[config.mk]
export PLATFORM = sky130hd
export DESIGN_NAME = regfile_2r1w
export DESIGN_NICKNAME = d
export VERILOG_FILES = /design/src/rtl/regfile_2r1w.sv
export SDC_FILE = /design/constraint.sdc
export NUM_CORES = 1
export LEC_CHECK = 0
export ABC_AREA = 0
export ABC_CLOCK_PERIOD_IN_PS = 2800
export CAP_MARGIN = 20
export CORE_UTILIZATION = 55
export DETAILED_ROUTE_END_ITERATION = 16
export PLACE_DENSITY = 0.72
export SYNTH_ARGS = -nofsm -noshare
export SYNTH_HDL_FRONTEND = slang
export SYNTH_SLANG_ARGS = --single-unit
[constraint.sdc]
create_clock -name clk -period 2.8 [get_ports clk]
set_clock_uncertainty 0.1 [all_clocks]
set_input_delay 0.56 -clock clk [delete_from_list [all_inputs] [get_ports clk]]
set_output_delay 0.56 -clock clk [all_outputs]
set_load 0.03 [all_outputs]
[src/rtl/regfile_2r1w.sv]
// ============================================================================
// Module      : regfile_2r1w
// Description : Synchronous register file, two registered read ports and one
//               write port. Optional hardwired zero register and optional
//               same-cycle write-to-read forwarding.
// Ports       : clk            rising-edge clock
//               reset          synchronous active-high reset
//               we/wa/wd       write enable, address, data
//               re_a/ra_a/rd_a read enable, address, registered data (port A)
//               re_b/ra_b/rd_b read enable, address, registered data (port B)
// Revision    : 1.0 - initial release
// ============================================================================
`default_nettype none

module regfile_2r1w #(
  parameter int N        = 8,   // data width
  parameter int AW       = 5,   // address width, DEPTH = 2**AW
  parameter int ZERO_REG = 1,   // 1: register 0 is hardwired to zero
  parameter int BYPASS   = 1    // 1: forward same-cycle write data to reads
) (
  input  logic          clk,
  input  logic          reset,
  input  logic          we,
  input  logic [AW-1:0] wa,
  input  logic [N-1:0]  wd,
  input  logic          re_a,
  input  logic [AW-1:0] ra_a,
  output logic [N-1:0]  rd_a,
  input  logic          re_b,
  input  logic [AW-1:0] ra_b,
  output logic [N-1:0]  rd_b
);

  localparam int C_DEPTH = 2 ** AW;

  logic [N-1:0] r_regs [C_DEPTH];

  logic         w_wr_ok;
  logic [N-1:0] w_val_a;
  logic [N-1:0] w_val_b;

  // Writes aimed at the hardwired zero register are dropped here, so the
  // forwarding path below never sees them either.
  assign w_wr_ok = we & ~((ZERO_REG != 0) & (wa == '0));

  // Read value selection: zero register wins, then forwarded write data,
  // then the stored (pre-edge) contents.
  always_comb begin
    w_val_a = r_regs[ra_a];
    if ((ZERO_REG != 0) && (ra_a == '0)) begin
      w_val_a = '0;
    end else if ((BYPASS != 0) && w_wr_ok && (wa == ra_a)) begin
      w_val_a = wd;
    end
  end

  always_comb begin
    w_val_b = r_regs[ra_b];
    if ((ZERO_REG != 0) && (ra_b == '0)) begin
      w_val_b = '0;
    end else if ((BYPASS != 0) && w_wr_ok && (wa == ra_b)) begin
      w_val_b = wd;
    end
  end

  // Reset takes priority over any write or read presented in the same cycle.
  always_ff @(posedge clk) begin
    if (reset) begin
      for (int i = 0; i < C_DEPTH; i++) begin
        r_regs[i] <= '0;
      end
      rd_a <= '0;
      rd_b <= '0;
    end else begin
      if (w_wr_ok) begin
        r_regs[wa] <= wd;
      end
      if (re_a) begin
        rd_a <= w_val_a;
      end
      if (re_b) begin
        rd_b <= w_val_b;
      end
    end
  end

endmodule

`default_nettype wire

# == Word-level counts from Yosys, hierarchy flattened ==
# Memories as Yosys holds them, arrays and structs flattened.
# Index checks and enable logic that the tools add are counted.
# op_classes
n_eq_ne,2
mux,12
bitwise_logic,2
n_reduce_logical,6
# ops
op,count
$mux W8,5
$logic_not A5 Y1,3
$eq A5 B5 Y1,2
$reduce_or A8 Y1,1
$mux W1,6
$mux W5,1
$logic_and A1 B1 Y1,2
$and A1 B1 Y1,1
$not A1 Y1,1
# word_totals
register_bits,16
ram_bits,256
input_bits,28
out_inout_bits,16
elab_cells,25
memories,1
# memory_table
memory,depth,word_bits,rd,rd_ports_with_merged_regs,wr,line,rtl
r_regs,32,8,2,0,32,36,logic [N-1:0] r_regs [C_DEPTH];

# == Logic depth before layout (Yosys ltp) ==
# depth
ltp_word,8
depth_mapped,9

# == Worst setup path after synthesis ==
# OpenSTA, ideal clock, no wires.
# synth_timing
path_type,in2reg
start,in ra_a[0]
end,reg rd_a[5]
setup_time_ps,119
t_arrival_ps,2341
t_required_ps,2581
slack_ps,241
path_stages,7
path_buffers,2
cell_sequence,clkbuf_1 -> buf_2 -> mux4_2 -> mux2i_1 -> o22ai_1 -> or3b_1 -> o221a_1
# synth_between
elab_chain_len,4
elab_cells_between_ends,6
cone_classes,1 x eq/ne; 2 x mux; 2 x reduce/logical; 1 x memory
# synth_lines
item,line,rtl
"start, declared",27,"input logic [AW-1:0] ra_a,"
"parallel branches: the longest is 3 deep, another holds $mem_v2 Z32 W8",-,
$mux W8 (*),50,if ((ZERO_REG != 0) && (ra_a == '0)) begin
"end signal, assigned",79,rd_a <= w_val_a;
"end, declared",28,"output logic [N-1:0] rd_a,"
# Every way passes the cells marked *.
# A chain may end at the register's enable or synchronous reset.

# == Final worst setup path ==
# layout_timing
start,in wa[1]
end,reg rd_b[6]
# layout_between
elab_chain_len,6
elab_cells_between_ends,7
cone_classes,1 x eq/ne; 2 x mux; 2 x bitwise; 2 x reduce/logical
# layout_lines
item,line,rtl
"start, declared",24,"input logic [AW-1:0] wa,"
$logic_not A5 Y1,44,assign w_wr_ok = we & ~((ZERO_REG != 0) & (wa == '0));
$not A1 Y1,44,
$and A1 B1 Y1,44,
$logic_and A1 B1 Y1 (*),61,end else if ((BYPASS != 0) && w_wr_ok && (wa == ra_b)) begin
$mux W8 (*),61,
$mux W8 (*),59,if ((ZERO_REG != 0) && (ra_b == '0)) begin
"end signal, assigned",82,rd_b <= w_val_b;
"end, declared",31,output logic [N-1:0] rd_b
# Mark *: on every way between the ends. The rest lies on a longest branch, timed or not.

==> run summary <==
status -> completed
Fin Hold WS -> 0.430 ns
H-Tree Depth -> 1
I/O Pins -> 44
grt ovf -> 0
RSZ-0062 raised after global routing -> false
Tmin final -> 2.51 ns
Req. time, crit path -> 3.16 ns
Post-synth ARST share -> 0%
Total GRT Usage -> 30.0%
Seq/Total Area, Yosys -> 54.9%
Max clock buf depth -> 3
worst hold path class -> flip-flop to flip-flop
total clock sinks -> 272
hold depth -> 2
FF-to-FF path depth -> 5
CTS root buffer -> clkbuf_16
Rows -> 59
total power -> 9.81 mW
Detail Placement HPWL -> 28500 um
postcts setup bufs -> 0
post-route cell area -> 0.0168 mm2
drt first pass iters -> 7
Final Max Slew Viols -> 0
commonest non-fill, non-tap cells in the layout -> edfxtp_1 (256), and2_1 (251), mux4_2 (127)
Port Buffers -> 43
Routability Congestion -> 0.924
Chip Width -> 165 um
library cells used by synthesis -> 47
Yosys reg bits -> 272
worst hold endpoint -> rd_a[7]
Crit. End Element -> flip-flop
Synth Area in Simple Gates -> 14.1%
Setup violations, final -> 0
Routed WL -> 39500 um
largest family of logic cells by synthesized area -> multiplexers
Final Hold Viols -> 0
max_cap viols -> 0
Final period util -> 89.8%
Vias -> 9528
Max Fclk -> 398 MHz
Vias/cell -> 6.53
Slew headroom -> 30.5%
1st-iter DRT viols -> 1230
Avg Cell Area, Syn -> 14.6 um2
number of global-route vias before repair -> 9150
Resized cells post-CTS -> 0
XOR/XNOR Fraction of Synth Area -> 0.601%
Post-DRT Antenna Nets -> 0
R2R Path End -> rd_a[3]
R2R setup slack -> 0.47 ns
Pleak -> 5.91 nW
CP startpoint kind -> input pin
layout cells sized above 1 -> 25.4%
Layout Area Growth over Synthesis -> 15.5%
first-pass GRT wire length -> 58400 um
dpl ws -> -0.219 ns
Post-synth EDFFs -> 256
synthesized area -> 0.0146 mm2
Synth Area in Adders -> 0%
PwrDens -> 583 mW/mm2
Worst-Margin Slew -> 1.03 ns
Max VDD drop -> 0.428 mV
Most used DFF post-synth -> edfxtp_1
Setup CP Type -> input pin to flip-flop
gate count of the mapped netlist -> 1000
Layout Nets -> 1129
chip height -> 165 um
DP Area -> 0.0159 mm2
Initial Utilization -> 56.0%
antenna violations before repair -> 1
CTS tree -> built
# hold bufs at CTS -> 0
worst-skew pair later-pin latency -> 0.58 ns
Compound-Gate Fraction of Synth Area -> 6.93%
critical path data arrival time -> 2.87 ns
RR Startpoint -> r_regs[31][3]
largest net degree at the start of global routing -> 35
total core area -> 0.0261 mm2
Die Area -> 0.0272 mm2
worst hold start -> rd_a[7]
crit path max fanout -> 9
total CTS buffers -> 29
multiplexer share of the synthesized area -> 20.8%
commonest non-fill, non-tap cell in the layout -> edfxtp_1
wire per inst -> 27.0 um
worst setup margin -> 0.287 ns
yosys synthesis warning count -> 0
Worst-path clk slew -> 0.06 ns
# DRC -> 0
-- report_power, final --
group	internal (mW)	switching, mW	total [mW]	leakage, nW
logic	0.597	0.680	1.28	2.91
registers	4.68	0.138	4.81	2.57
clock network	2.12	1.60	3.72	0.436
total	7.39	2.42	9.81	5.91
-- synth_stat cells, drive strengths merged, types with 4 or more instances --
cell | number | area (um2)
a22oi | 48 | 360
nand3b | 5 | 37.5
a32o | 8 | 80.1
edfxtp | 256 | 7690
clkbuf | 54 | 204
dfxtp | 16 | 320
and2 | 251 | 1570
mux2i | 17 | 170
nand2b | 4 | 25.0
nand3 | 5 | 25.0
mux4 | 127 | 2860
nand2 | 12 | 45.0
nor2b | 13 | 81.3
o22ai | 6 | 37.5
a211o | 8 | 70.1
o21ai | 33 | 165
buf | 32 | 178
xnor2 | 8 | 70.1
nor2 | 38 | 143
o221a | 6 | 67.6
a21oi | 15 | 75.1
o21a | 7 | 52.6
or3b | 8 | 70.1
-- state kept, by name, summed over array words and instances (netlist names) --
register  count
r_regs      256
rd_a          8
rd_b          8
-- metal layers --
| layer | track usage [%] | share of wire, % | wire [um] | vias up |
|---|---|---|---|---|
| li1 | - | - | - | 4082 |
| met2 | 46.1 | 46 | 18000 | 552 |
| met1 | 42.9 | 41 | 16000 | 4804 |
| met4 | 9.59 | 3.1 | 1220 | 2 |
| met3 | 6.63 | 11 | 4170 | 88 |
| met5 | 0 | 0.033 | 13 | - |
-- layout make-up --
| type | instances | area (um2) |
|---|---|---|
| Timing Repair Buffer | 149 | 1280 |
| Sequential cell | 272 | 8010 |
| Tap cell | 335 | 419 |
| Clock buffer | 37 | 766 |
| Clock inverter | 17 | 148 |
| Multi-Input combinational cell | 647 | 6210 |
| Antenna cell | 1 | 2.50 |
| Inverter | 2 | 7.51 |
| Fill cell | 1892 | 9220 |
-- logic make-up (layout without fill, tap and decap cells) --
logic type | count (synthesis) | after routing
AO/OA/AOI/OAI | 142 | 142
XOR/XNOR | 10 | 10
buffers and inverters | 88 | 205
flip-flops | 272 | 272
multiplexers | 144 | 144
other | 1 | 9
AND/OR/NAND/NOR | 343 | 343
-- metrics by stage --
step | util [%] | TNS, ns | std cells
finish | 64.6 | 0 | 1460
global route | 64.6 | 0 | 1459
CTS | 64.6 | 0 | 1459
detailed placement | 61.1 | -3.00 | 1405
global placement | 61.1 | -2.59 | 1405
floorplan | - | 0 | 1007
-- worst max path at each step --
stage	startpoint	to	cells past startpoint	slack, ns
CTS	wa[0]	rd_b[6]	7	0.35
floorplan	ra_a[0]	rd_a[5]	7	0.24
finish	wa[1]	rd_b[6]	7	0.29
detailed placement	wa[0]	rd_b[5]	7	-0.22
global route	wa[3]	rd_b[5]	8	0.17
global placement	wa[0]	rd_b[3]	7	-0.23
-- worst max-delay path, stage by stage --
cell and delay, ns:
clkdlybuf4s50_1 0.61, xnor2_1 0.16, nand3_1 0.12, nor3_1 0.84
nor3b_2 0.10, buf_4 0.21, a211o_1 0.27
No activity file was read; power rests on OpenSTA's default activity.
